## config.mk

```make
export PLATFORM = sky130hd
export DESIGN_NAME = rvh_pmp_chk_arb
export DESIGN_NICKNAME = d
export VERILOG_FILES = /design/src/rtl/rvh_pmp_chk_arb.sv
export SDC_FILE = /design/constraint.sdc
export NUM_CORES = 1
export LEC_CHECK = 0
export ABC_AREA = 1
export ABC_CLOCK_PERIOD_IN_PS = 6730
export CORE_MARGIN = 2
export CORE_UTILIZATION = 49
export CTS_CLUSTER_DIAMETER = 30
export CTS_CLUSTER_SIZE = 8
export DETAILED_ROUTE_END_ITERATION = 12
export PLACE_DENSITY = 0.91
export SETUP_SLACK_MARGIN = 0.3
export SLEW_MARGIN = 15
export SYNTH_ARGS = -nofsm -noshare
export SYNTH_HDL_FRONTEND = slang
export SYNTH_SLANG_ARGS = --single-unit
```

## constraint.sdc

```tcl
create_clock -name clk -period 6.73 [get_ports clk]
set_input_delay 2.019 -clock clk [delete_from_list [all_inputs] [get_ports clk]]
set_output_delay 2.019 -clock clk [all_outputs]
set_load 0.01 [all_outputs]
```

## src/rtl/rvh_pmp_chk_arb.sv

```systemverilog
`default_nettype none
// ============================================================================
// rvh_pmp_chk_arb : round-robin issue stage for PMP checks, with tagged
//                   responses, sticky first-fault record and fault counter.
// Rev 1.0
// ============================================================================
module rvh_pmp_chk_arb #(
  parameter int NUM_REQ     = 3,
  parameter int PADDR_WIDTH = 56,
  parameter int ID_WIDTH    = 4,
  parameter int PMP_LAT     = 0
) (
  input  logic                           clk,
  input  logic                           rst,
  input  logic                           flush_i,
  input  logic [NUM_REQ-1:0]             req_vld_i,
  output logic [NUM_REQ-1:0]             req_rdy_o,
  input  logic [NUM_REQ*PADDR_WIDTH-1:0] req_paddr_i,
  input  logic [NUM_REQ*2-1:0]           req_access_type_i,
  input  logic [NUM_REQ*ID_WIDTH-1:0]    req_id_i,
  output logic                           pmp_chk_vld_o,
  output logic [PADDR_WIDTH-1:0]         pmp_chk_paddr_o,
  output logic [1:0]                     pmp_chk_type_o,
  input  logic                           pmp_chk_fail_i,
  output logic                           resp_vld_o,
  output logic [NUM_REQ-1:0]             resp_src_o,
  output logic [ID_WIDTH-1:0]            resp_id_o,
  output logic                           resp_fail_o,
  output logic                           fault_vld_o,
  output logic [PADDR_WIDTH-1:0]         fault_paddr_o,
  output logic [NUM_REQ-1:0]             fault_src_o,
  input  logic                           fault_clr_i,
  output logic [15:0]                    fault_cnt_o
);

  localparam int PTR_W = (NUM_REQ > 1) ? $clog2(NUM_REQ) : 1;

  logic [PTR_W-1:0]       ptr_q, ptr_d;
  logic [NUM_REQ-1:0]     win_oh;
  logic                   win_found;
  logic                   accept;
  logic [PADDR_WIDTH-1:0] sel_paddr;
  logic [1:0]             sel_type;
  logic [ID_WIDTH-1:0]    sel_id;

  // Scan from ptr upward, wrapping at NUM_REQ; first valid source wins.
  always_comb begin : arb
    int               idx;
    int               nxt;
    logic [PTR_W-1:0] idx_l;
    win_oh    = '0;
    win_found = 1'b0;
    ptr_d     = ptr_q;
    idx       = 0;
    nxt       = 0;
    idx_l     = '0;
    for (int k = 0; k < NUM_REQ; k++) begin
      idx = int'(ptr_q) + k;
      if (idx >= NUM_REQ) idx = idx - NUM_REQ;
      idx_l = PTR_W'(idx);
      if (!win_found && req_vld_i[idx_l]) begin
        win_found     = 1'b1;
        win_oh[idx_l] = 1'b1;
        nxt           = (idx + 1 >= NUM_REQ) ? 0 : idx + 1;
        ptr_d         = PTR_W'(nxt);
      end
    end
  end

  always_comb begin : payload_mux
    sel_paddr = '0;
    sel_type  = '0;
    sel_id    = '0;
    for (int i = 0; i < NUM_REQ; i++) begin
      if (win_oh[i]) begin
        sel_paddr = req_paddr_i[i*PADDR_WIDTH +: PADDR_WIDTH];
        sel_type  = req_access_type_i[i*2 +: 2];
        sel_id    = req_id_i[i*ID_WIDTH +: ID_WIDTH];
      end
    end
  end

  assign accept    = win_found & ~flush_i;
  assign req_rdy_o = accept ? win_oh : '0;

  logic                   chk_vld_q;
  logic [PADDR_WIDTH-1:0] chk_paddr_q;
  logic [1:0]             chk_type_q;
  logic [NUM_REQ-1:0]     chk_src_q;
  logic [ID_WIDTH-1:0]    chk_id_q;

  always_ff @(posedge clk) begin
    if (rst) begin
      ptr_q       <= '0;
      chk_vld_q   <= 1'b0;
      chk_paddr_q <= '0;
      chk_type_q  <= '0;
      chk_src_q   <= '0;
      chk_id_q    <= '0;
    end else begin
      chk_vld_q <= accept;
      if (accept) begin
        ptr_q       <= ptr_d;
        chk_paddr_q <= sel_paddr;
        chk_type_q  <= sel_type;
        chk_src_q   <= win_oh;
        chk_id_q    <= sel_id;
      end
    end
  end

  assign pmp_chk_vld_o   = chk_vld_q;
  assign pmp_chk_paddr_o = chk_paddr_q;
  assign pmp_chk_type_o  = chk_type_q;

  // Stage whose valid qualifies pmp_chk_fail_i, depending on PMP latency.
  logic                   stg_vld;
  logic [NUM_REQ-1:0]     stg_src;
  logic [ID_WIDTH-1:0]    stg_id;
  logic [PADDR_WIDTH-1:0] stg_paddr;

  if (PMP_LAT == 0) begin : g_lat0
    assign stg_vld   = chk_vld_q;
    assign stg_src   = chk_src_q;
    assign stg_id    = chk_id_q;
    assign stg_paddr = chk_paddr_q;
  end else begin : g_lat1
    logic                   tag_vld_q;
    logic [NUM_REQ-1:0]     tag_src_q;
    logic [ID_WIDTH-1:0]    tag_id_q;
    logic [PADDR_WIDTH-1:0] tag_paddr_q;

    always_ff @(posedge clk) begin
      if (rst) begin
        tag_vld_q   <= 1'b0;
        tag_src_q   <= '0;
        tag_id_q    <= '0;
        tag_paddr_q <= '0;
      end else begin
        tag_vld_q <= chk_vld_q & ~flush_i;
        if (chk_vld_q) begin
          tag_src_q   <= chk_src_q;
          tag_id_q    <= chk_id_q;
          tag_paddr_q <= chk_paddr_q;
        end
      end
    end

    assign stg_vld   = tag_vld_q;
    assign stg_src   = tag_src_q;
    assign stg_id    = tag_id_q;
    assign stg_paddr = tag_paddr_q;
  end

  logic                   resp_load;
  logic                   resp_vld_q;
  logic [NUM_REQ-1:0]     resp_src_q;
  logic [ID_WIDTH-1:0]    resp_id_q;
  logic                   resp_fail_q;
  logic [PADDR_WIDTH-1:0] resp_paddr_q;

  assign resp_load = stg_vld & ~flush_i;

  always_ff @(posedge clk) begin
    if (rst) begin
      resp_vld_q   <= 1'b0;
      resp_src_q   <= '0;
      resp_id_q    <= '0;
      resp_fail_q  <= 1'b0;
      resp_paddr_q <= '0;
    end else begin
      resp_vld_q <= resp_load;
      if (resp_load) begin
        resp_src_q   <= stg_src;
        resp_id_q    <= stg_id;
        resp_fail_q  <= pmp_chk_fail_i;
        resp_paddr_q <= stg_paddr;
      end
    end
  end

  assign resp_vld_o  = resp_vld_q;
  assign resp_src_o  = resp_src_q;
  assign resp_id_o   = resp_id_q;
  assign resp_fail_o = resp_fail_q;

  logic                   fail_rsp;
  logic                   fault_cap;
  logic                   fault_vld_q;
  logic [PADDR_WIDTH-1:0] fault_paddr_q;
  logic [NUM_REQ-1:0]     fault_src_q;
  logic [15:0]            fault_cnt_q;

  // A clear coinciding with a new fault re-arms capture, so the new fault lands.
  assign fail_rsp  = resp_vld_q & resp_fail_q;
  assign fault_cap = fail_rsp & (~fault_vld_q | fault_clr_i);

  always_ff @(posedge clk) begin
    if (rst) begin
      fault_vld_q   <= 1'b0;
      fault_paddr_q <= '0;
      fault_src_q   <= '0;
      fault_cnt_q   <= '0;
    end else begin
      if (fault_cap) begin
        fault_vld_q   <= 1'b1;
        fault_paddr_q <= resp_paddr_q;
        fault_src_q   <= resp_src_q;
      end else if (fault_clr_i) begin
        fault_vld_q   <= 1'b0;
        fault_paddr_q <= '0;
        fault_src_q   <= '0;
      end
      if (fail_rsp && (fault_cnt_q != 16'hFFFF)) begin
        fault_cnt_q <= fault_cnt_q + 16'd1;
      end
    end
  end

  assign fault_vld_o   = fault_vld_q;
  assign fault_paddr_o = fault_paddr_q;
  assign fault_src_o   = fault_src_q;
  assign fault_cnt_o   = fault_cnt_q;

endmodule
`default_nettype wire

```

* Yosys cells after proc, flatten, opt, wreduce, memory -nomap -nowiden
Index checks and enable logic that the tools add are counted.
** Operators by class
- Multiplexer cells :: 43
- Add/sub/neg operators :: 9
- Order comparisons :: 12
- Equality and inequality tests :: 1
- Bitwise logic cells :: 9
- Multipliers :: 0
- Reductions and logical operators :: 11
- Div/mod/pow operators :: 0
- Shift operators :: 0
** Operators by type and width (count)
- two-way mux 56 bit :: 5
- adder 32 x 2 -> 32 bit (second input constant) :: 3
- greater-or-equal comparator 32 x 3 -> 1 bit (second input constant) :: 3
- two-way mux 32 bit :: 3
- two-way mux 2 bit :: 9
- two-way mux 3 bit :: 6
- adder 16 x 1 -> 16 bit (second input constant) :: 1
- != test 16 bit (second input constant) :: 1
- two-way mux 4 bit :: 3
- two-way mux 1 bit :: 11
- less-than comparator 2 x 3 -> 1 bit (second input constant) :: 3
- subtractor 3 x 2 -> 4 bit (second input constant) :: 2
- binary-select mux 1 bit (select 2 bit) :: 3
- demux 1 bit (select 2 bit) :: 3
- greater-or-equal comparator 2 x 1 -> 1 bit (second input constant) :: 3
- greater-or-equal comparator 3 x 2 -> 1 bit (second input constant) :: 2
- logical AND 1 bit :: 6
- OR 3 bit :: 2
- AND 1 bit :: 4
- adder 2 x 1 -> 3 bit (second input constant) :: 1
- adder 2 x 2 -> 3 bit (second input constant) :: 1
- nonzero test 3 bit :: 1
- subtractor 2 x 2 -> 3 bit (second input constant) :: 1
- greater-or-equal comparator 2 bit (second input constant) :: 1
- 5 further kinds :: 7
** Storage, ports and cells
- ROM bits :: 0
- Memories kept :: 0
- Output and inout port bits :: 147
- Bits of input ports :: 194
- Bits in writable memories :: 0
- Bits in latches :: 0
- Flip-flop bits (word level) :: 209

* Logic depth before layout (Yosys ltp)
Gate-level depths: netlist of the first run.
- Depth after elaboration :: 14
- Depth in mapped cells :: 17
- Mapped depth without buffers :: 16

* Worst setup path after synthesis of the first run
Ideal clock, no wire load.
- Kind :: input-to-output
- Start point :: input req_vld_i[1]
- End point :: output req_rdy_o[2]
- Arrival time :: 2.971 ns
- Path slack :: 1.740 ns
- Required time :: 4.711 ns
- Stages :: 12
- Cells stage by stage :: inv_1 > nand2_1 > nand3_1 > nand2_1 > nand3_1 > nand2_1 > clkinv_1 > nand2_2 > buf_6 > buf_6 > nand2_1 > inv_1
** On the way
- Word-level cells in the longest chain between the ends :: 11
** RTL lines
- start, declared :: RTL line 16 : input logic [NUM_REQ-1:0] req_vld_i,
- binary-select mux 1 bit (select 2 bit) :: RTL line 61 : if (!win_found && req_vld_i[idx_l]) begin
- two-way mux 1 bit (implied by the code) :: RTL line 61
- two-way mux 1 bit :: RTL line 61
- zero test 1 bit :: RTL line 61
- logical AND 1 bit :: RTL line 61
- two-way mux 1 bit :: RTL line 61
- zero test 1 bit :: RTL line 61
- logical AND 1 bit :: RTL line 61
- two-way mux 1 bit :: RTL line 61
- AND 1 bit :: RTL line 83 : assign accept = win_found & ~flush_i;
- two-way mux 3 bit * :: RTL line 84 : assign req_rdy_o = accept ? win_oh : '0;
- end, declared :: RTL line 17 : output logic [NUM_REQ-1:0] req_rdy_o,
Every way passes the cells marked *; elsewhere a longest branch is shown, timed or not. The select of a mux whose other input is x is not followed.

* Final worst setup path of the first run
- Start point :: input req_vld_i[0]
- End point :: output req_rdy_o[0]
The elaborated chain is that of the path after synthesis.

==> summary.txt, run 1 <==
Clock network
  – Clock sinks: about 210
  – Root buffer cell: clkbuf_16
  – CTS tree: built
  – Clk slew on worst S/H paths: roughly 0.05 ns
  – CTS buffer count: 40
  – Cts repair resizes: 0
  – Post CTS Setup Buffer Count: 0
  – Hold_buf cts: 0
  – Clock tree buffer depth: 3
  – Clock latency on the worst-skew pair: 0.50 ns
  – H-Tree Depth: 2

STA
  – Fin Setup TNS: 0 ns
  – F_max: about 0.17 GHz
  – Unrepaired setup endpoints after global routing: no
  – Slew @ Worst Pin: roughly 1.2 ns
  – Fin. Hold Viols: 0
  – Clk_skew: between 0.01 and 0.015 ns
  – Worst setup margin: roughly 0.84 ns
  – Setup Viol. Count Final: 0
  – Max Transition Viols Final: 0
  – Final min period: a little under 6 ns
  – Relative slew slack: 0.214
  – Hold_ws: 0.467 ns
  – Fin crit share: 0.875

Setup path
  – Worst Path Max Fanout: 4
  – CP max stage delay: between 0.5 and 0.6 ns
  – CP Cell Sequence: clkdlybuf4s50_1 > o21ai_1 > o21ai_2 > nand4_1 > nand2_2 > nand2_1 > inv_1 > clkdlybuf4s50_1
  – Element type at the critical path start: input port
  – WS Path Type: in2out
  – Critical path startpoint: req_vld_i[0]
  – Req. time, crit path: around 4.7 ns
  – Crit Reg-Reg Startpoint: ptr_q[0]
  – CP most frequent cell: clkdlybuf4s50_1
  – CP Capture Type: output port
  – Crit path arrival time: approximately 3.9 ns
  – Worst path slowest cell: clkdlybuf4s50_1

Cells and area
  – Layout cell share with drive strength beyond 1: 0.0547
  – Most frequent cells in the layout: 339 x clkdlybuf4s50_1, 264 x a21oi_1, 240 x nand2_1
  – Filler cells: around 1400
  – Area grow syn2layout: 48.8%
  – Commonest non-fill, non-tap cell in the layout: clkdlybuf4s50_1
  – Fin nets: between 1500 and 2000

Floorplan
  – Core Box Area: 18800 µm²
  – Die area: roughly 20000 µm²
  – Die width: 143 µm
  – Starting Density: 0.503
  – Die Y: ~140 µm
  – Ports: 341
  – Placement row count: 50

Synthesis
  – Total nets after synthesis: between 1500 and 2000
  – Post-synthesis sequential area ratio: 0.444
  – Mean Syn Cell Area: between 6 and 7 µm²
  – Asr flop ratio synth: 0
  – Synth Register Bits: approximately 210
  – Synth Flop Type: dfxtp_1
  – Distinct cells, synth: 29
  – Cell count after synthesis: between 1000 and 1500
  – Syn Std Cell Area: about 9400 µm²
  – EDFF count, synth: 0
  – Synth warn: 0

Placed design
  – PortBufs: between 300 and 400
  – Place WS: a little under 0.9 ns
  – Final GP Congestion: 0.901
  – DP HPWL: 20200 µm

Route
  – ANT nets after route: 0
  – Average via count per standard cell: around 5.5
  – First DRT Iteration DRCs: 807
  – Drt total wl: 32100 µm
  – First-pass detailed-route iteration total: 7
  – Vias: ~11000
  – DRC: 0
  – Avg WL per Cell: between 15 and 20 µm

Power
  – Pleak: 5.48 nW
  – Worst VDD drop: roughly 0.33 mV
  – PwrDens: 380 nW/µm²

Global route
  – Vias in the first global route: approximately 10000
  – First-pass GRT wire length: roughly 50000 µm
  – Total GRT Usage: 0.299
  – Overflow after GRT: 0
  – Initial antenna violation count: 1
  – Largest net degree at the start of global routing: 86

Job
  – Max cap viols: 0

Run status
  – Status: finished, final reports clean

Min path
  – Hold Crit Start: chk_id_q[3]
  – Worst hold path type: reg2reg
## power breakdown
group / switching (mW) / total, mW / leakage [nW] / internal [mW]
clock: 0.616 / 1.92 / 0.631 / 1.30
sequential: 0.135 / 1.56 / 1.70 / 1.42
combinational: 1.12 / 1.85 / 3.15 / 0.730
## synth_stat cells, types with 2 or more instances
library cell	count	share of area
a21oi_1	264	0.14
buf_1	11	0.0044
buf_2	26	0.014
buf_4	7	0.0056
buf_6	7	0.0084
clkbuf_1	53	0.021
clkinv_1	5	0.0020
dfxtp_1	209	0.44
ha_1	5	0.0066
inv_1	91	0.036
inv_2	5	0.0020
nand2_1	243	0.097
nand2_2	3	0.0020
nand3_1	195	0.10
nand3_2	2	0.0021
nand4_1	4	0.0027
nor2_1	143	0.057
nor3_1	6	0.0032
nor4_1	2	0.0013
o21ai_0	71	0.038
o21ai_2	2	0.0019
xor2_1	3	0.0028
## area by class of cell
type	count	area, µm²	share of cell area
repair buffers	351	3480	0.248
diodes	1	2.50	0.000178
clock buffers	56	1120	0.0800
flip-flops and latches	209	4180	0.298
clock inverters	14	178	0.0127
multi-input cells	949	4390	0.312
well taps	234	293	0.0209
inverters	102	387	0.0275
## cells by family (layout without fill, tap and decap cells)
logic type	after synthesis	count (layout)	share of synthesized area
buf+inv	206	523	0.0941
other cells	0	1	0
flops	209	209	0.444
fa+ha+maj	5	5	0.00663
xor+xnor	4	4	0.00372
simple gates	600	600	0.270
compound gates	340	340	0.182
## worst max-delay path, delay by kind of cell
family | cells | cell delay (ns)
buffers and inverters | 3 | 1.12
and+or+nand+nor | 3 | 0.37
AOI/OAI and AO/OA | 2 | 0.36
## metal layers
| layer | vias to the layer above | GRT usage | share of wire |
|---|---|---|---|
| met5 | - | 0 | 0 |
| met4 | 0 | 0.150 | 0.042 |
| met3 | 93 | 0.0570 | 0.079 |
| met2 | 535 | 0.528 | 0.50 |
| met1 | 4856 | 0.345 | 0.38 |
| li1 | 5094 | - | - |
## sequential cells by signal (all words and copies together) (netlist names), 2 cells and up
register	count
resp_src_o	3
resp_paddr_q	56
fault_cnt_o	16
pmp_chk_paddr_o	56
fault_src_o	3
chk_id_q	4
pmp_chk_type_o	2
resp_id_o	4
chk_src_q	3
fault_paddr_o	56
ptr_q	2
## worst paths after layout
path	depth (start not counted)	slack, ns	to
setup / recovery	8	0.84	req_rdy_o[0]
hold / removal	2	0.47	chk_id_q[3]
setup reg to reg	13	3.34	pmp_chk_paddr_o[55]
hold reg to reg	2	0.47	chk_id_q[3]
## through the flow
stage                     total power [mW]  std cells  utilization  instance area (µm²)
after floorplan                       2.76       1364            -                 9430
after global placement                3.33       1845        0.678                12700
after detailed placement              3.38       1845        0.678                12700
after CTS                             5.32       1915        0.747                14000
after global routing                  5.59       1916        0.748                14000
final                                 5.33       1916        0.748                14000
(Power assumes the default switching activity.)
==> run 2: changes to the inputs <==
--- a/config.mk
+++ b/config.mk
@@ -18,3 +18,4 @@
 export SYNTH_ARGS = -nofsm -noshare
 export SYNTH_HDL_FRONTEND = slang
 export SYNTH_SLANG_ARGS = --single-unit
+export TNS_END_PERCENT = 1
==> results of run 2 <==
Same layout as run 1: the final DEF is identical, and so are final timing and power.
==> RTL change 1, RTL diff (config.mk and constraints of run 2) <==
Set the parameter `PMP_LAT` to 1 (it was 0).
--- a/src/rtl/rvh_pmp_chk_arb.sv
+++ b/src/rtl/rvh_pmp_chk_arb.sv
@@ -8,7 +8,7 @@
   parameter int NUM_REQ     = 3,
   parameter int PADDR_WIDTH = 56,
   parameter int ID_WIDTH    = 4,
-  parameter int PMP_LAT     = 0
+  parameter int PMP_LAT     = 1
 ) (
   input  logic                           clk,
   input  logic                           rst,
Formal check against the unedited RTL: not equivalent (a bounded check fails within 4 cycles, from zero or initial values and one cycle with rst high).
==> RTL change 1 against run 2 <==
Maximum frequency is 0.58% lower. Die area is 23% higher. Wire length up 16%. Setup slack got worse by 34 ps. Critical path depth did not move. Via count grew 17%. Power increased by 24%. Largest cell class is now sequential cells. Area after synthesis increased by 24%. Register-to-register slack got worse by 70 ps. Combinational power is 7% higher. Design area grew 20%. Clock skew increased by 18 ps. Highest routed layer unchanged. Clock power rose by 35%. Sequential cell count increased by 64.
==> RTL change 1: results (changes against run 2) <==
[outcome]
outcome=completed

[hold_path]
hold_depth=2  ; unchanged
worstHoldStart=pmp_chk_type_o[0]$_SDFFE_PP0N_

[yosys]
syn-cell-area_um2=11700  ; +24%
ys_top_cells_by_area=dfxtp_1, a21oi_1, nor2_1, nand3_1, nand2_1
ys_top_cells_by_count=dfxtp_1, nor2_1, nand2_1
synth-seq-cells=273  ; +31%
synth-xor-area-share_pct=0.150  ; -0.22 points
syn_nets=1833  ; +17%
ys_seq_area_share_pct=46.7  ; +2.4 points
synth-adder-area-share_pct=0.535  ; -0.13 points
syn_inst=1634  ; +20%
synth-compound-area-share_pct=18.3  ; +0.13 points

[power_and_ir_drop]
p_seq_mw=2.01  ; +29%
switching_power_mw=2.24  ; +19%
powerDensity_nw_per_um2=391  ; +3.1%
p_clk_share_pct=39.4  ; +3.4 points
vdd_drop_max_mv=0.246  ; -25%
p_leak_nw=6.65  ; +21%

[place]
place_ws_ps=817  ; -51.4 ps
dpl.hpwl_um=24000  ; +19%
finalWeightedCongestion=0.873  ; -3.1%
dpl.cell_count=2182  ; +18%
placed_cell_area_um2=15000  ; +18%

[cells_and_area]
buf_share_pct=20.8  ; -4.0 points
seq_share_pct=32.5  ; +2.7 points
final_nets=2117  ; +14%
num_antenna_cells=3  ; +2
drive_gt1_share_pct=7.62  ; +2.1 points
final-clk-cell-share_pct=10.7  ; +1.4 points
areaGrowthSynthToFinish_pct=44.0
inverters_excl_clock=103  ; +0.98%
utilization_pct=71.7  ; -3.0 points
n_fill_cell=1864  ; +34%
nClkBuffers=67  ; +20%
buffers=354  ; +0.85%
multi_input_area_share_pct=31.3  ; +0.043 points
num-multi-input-gates=1133  ; +19%

[timing]
worst_pin_slew_ps=1120  ; -60.8 ps
holdWs_ps=464  ; -3.81 ps
skew_ps=31.7  ; +18.1 ps

[drt]
wl_um=37300  ; +16%
drt_iter0_drc=1151  ; +43%
via_per_inst=5.43  ; -1.6%

[worst_setup_path]
critPathSlowestCell=clkdlybuf4s50_1
rrSetupSlack_ps=3270  ; -70 ps
rr_endpoint=pmp_chk_paddr_o[4]$_SDFFE_PP0N_

[global_routing]
grt_max_degree=95  ; +10%
grt_util_all_layers_pct=28.5  ; -1.4 points
grt_pass1_vias=11344  ; +14%
antenna_found_initial=2  ; +1

[cts]
cts_made_buffers=53  ; +33%

-- RTL change 1: layer usage --
metal,global-route usage [%],vias up,wire [um]
met5,0,-,0
met4,14.1,0,1750
met3,4.27,122,2540
met2,47.0,574,17400
met1,36.6,5708,15500
li1,-,5961,-
-- RTL change 1: worst max-delay path by stage --
stage / start / endpoint / slack (ps) / cells past startpoint
4_1_cts: req_vld_i[0] / req_rdy_o[1] / 810 / 8
3_5_place_dp: req_vld_i[0] / req_rdy_o[1] / 820 / 8
5_1_grt: req_vld_i[1] / req_rdy_o[1] / 730 / 12
2_1_floorplan: req_vld_i[1] / req_rdy_o[2] / 1710 / 12
3_3_place_gp: req_vld_i[0] / req_rdy_o[1] / 830 / 8
6_report: req_vld_i[0] / req_rdy_o[1] / 810 / 8
-- RTL change 1: critical path: cells and delay by family --
family	cells	cell delay [ps]
AOI/OAI and AO/OA	2	360
buffers and inverters	3	1100
and+or+nand+nor	3	410
==> RTL change 2, RTL diff (flow settings as in run 2) <==
Without the edit above. Make the reset (`rst`) asynchronous in 4 clocked blocks.
--- a/src/rtl/rvh_pmp_chk_arb.sv
+++ b/src/rtl/rvh_pmp_chk_arb.sv
@@ -89,7 +89,7 @@
   logic [NUM_REQ-1:0]     chk_src_q;
   logic [ID_WIDTH-1:0]    chk_id_q;
 
-  always_ff @(posedge clk) begin
+  always_ff @(posedge clk or posedge rst) begin
     if (rst) begin
       ptr_q       <= '0;
       chk_vld_q   <= 1'b0;
@@ -130,7 +130,7 @@
     logic [ID_WIDTH-1:0]    tag_id_q;
     logic [PADDR_WIDTH-1:0] tag_paddr_q;
 
-    always_ff @(posedge clk) begin
+    always_ff @(posedge clk or posedge rst) begin
       if (rst) begin
         tag_vld_q   <= 1'b0;
         tag_src_q   <= '0;
@@ -161,7 +161,7 @@
 
   assign resp_load = stg_vld & ~flush_i;
 
-  always_ff @(posedge clk) begin
+  always_ff @(posedge clk or posedge rst) begin
     if (rst) begin
       resp_vld_q   <= 1'b0;
       resp_src_q   <= '0;
@@ -195,7 +195,7 @@
   assign fail_rsp  = resp_vld_q & resp_fail_q;
   assign fault_cap = fail_rsp & (~fault_vld_q | fault_clr_i);
 
-  always_ff @(posedge clk) begin
+  always_ff @(posedge clk or posedge rst) begin
     if (rst) begin
       fault_vld_q   <= 1'b0;
       fault_paddr_q <= '0;
Formal check against the unedited RTL: differs if rst is asserted again (counterexample within 4 cycles, from zero or initial values and one cycle with rst high); with rst held inactive, the same outputs for 4 cycles.
==> RTL change 2 against run 2 <==
Setup slack got worse by 100 ps. Maximum frequency fell by 1.7%. Wire length rose by 4.2%. Largest power group is now combinational cells. Clock power rose by 6%. Sequential share of layout area rose by 5.0 points. Area after synthesis rose by 7.7%. Design area rose by 6.9%. Sequential cell count did not move. Power rose by 32%.
==> RTL change 2: results (changes against run 2) <==
[worst_setup_path]
crit_fanout=7  ; +3
rrSetupSlack_ps=3450  ; +110 ps
r2r_cells=12  ; -1
rr_endpoint=pmp_chk_paddr_o[50]$_DFFE_PP0N_
cp.arrival_ps=3970  ; +100 ps
r2r_start=ptr_q[0]$_DFFE_PP0P_
path_common_cell=inv_1

[cells_and_area]
final_nets=1819  ; -1.8%
multi_input_area_share_pct=27.6  ; -3.7 points
largest_class=sequential cells
buf_share_pct=23.5  ; -1.4 points
nClkBuffers=59  ; +5.4%
num-multi-input-gates=919  ; -3.2%
n_fill_cell=1447  ; +3.7%
final-clk-cell-share_pct=9.45  ; +0.19 points
buffers=354  ; +0.85%
num_antenna_cells=0  ; -1
drive_gt1_share_pct=7.26  ; +1.8 points
inverters_excl_clock=94  ; -7.8%

[hold_path]
worstHoldStart=resp_paddr_q[48]$_DFFE_PP0P_
worstHoldEndpoint=resp_paddr_q[48]$_DFFE_PP0P_

[outcome]
outcome=completed

[drt]
via_per_inst=5.39  ; -2.5%
wire_per_inst_um=17.4  ; +3.8%
drt_iter0_drc=836  ; +3.6%

[place]
dpl.hpwl_um=21200  ; +5.4%
placed_cell_area_um2=13600  ; +6.8%
finalWeightedCongestion=0.881  ; -2.3%

[cts]
h-tree-depth=2  ; unchanged
cts_made_buffers=42  ; +5.0%

[yosys]
synth.distinct_cells=29  ; unchanged
yosys.area.top_type=dfrtp_1
synthArstFlopShare_pct=100  ; +100 points
synthFlopType=dfrtp_1
syn_nets=1503  ; -3.8%
ys_seq_area_share_pct=51.5  ; +7.1 points
ys_top_cells_by_area=dfrtp_1, nand2_1, nand3_1, a21oi_1, inv_1

[power_and_ir_drop]
sw_frac_of_total_pct=40.5  ; +5.4 points
power_frac_seq_pct=27.5  ; -1.7 points
power_frac_comb_pct=43.6  ; +8.8 points
p_leak_nw=7.65  ; +40%
vdd_drop_max_mv=0.589  ; +80%

[global_routing]
grt_pass1_vias=10395  ; +4.0%
grt_pass1_wl_um=52800  ; +6.8%
grt_max_degree=98  ; +14%
antenna_found_initial=0  ; -1

[timing]
holdWs_ps=477  ; +9.38 ps

[floorplan]
fp.dieArea_um2=21900  ; +7.5%

[RTL change 2: logic make-up after synthesis]
group	Yosys count	share of synthesized area, %
flip-flops	209	51.5
buffers and inverters	176	7.93
AO/OA/AOI/OAI	134	7.01
AND/OR/NAND/NOR	765	31.6
XOR/XNOR	15	1.29
adder cells (fa/ha/maj)	5	0.616
[RTL change 2: metrics by stage]
step	instances	power, mW	worst slack (ps)	util, %
final	1922	7.06	739	73.9
after global routing	1922	7.48	589	73.9
after CTS	1922	7.04	769	73.9
after detailed placement	1846	4.96	799	66.9
after global placement	1846	4.85	854	66.9
after floorplan	1304	3.92	1710	-
[RTL change 2: per-layer routing]
layer  GRT usage [%]  vias up  routed length [um]
met5               0        -                   0
met4            13.5        0                1570
met3            6.23      120                2440
met2            52.4      528               16700
met1            35.6     4920               12700
li1                -     4783                   -
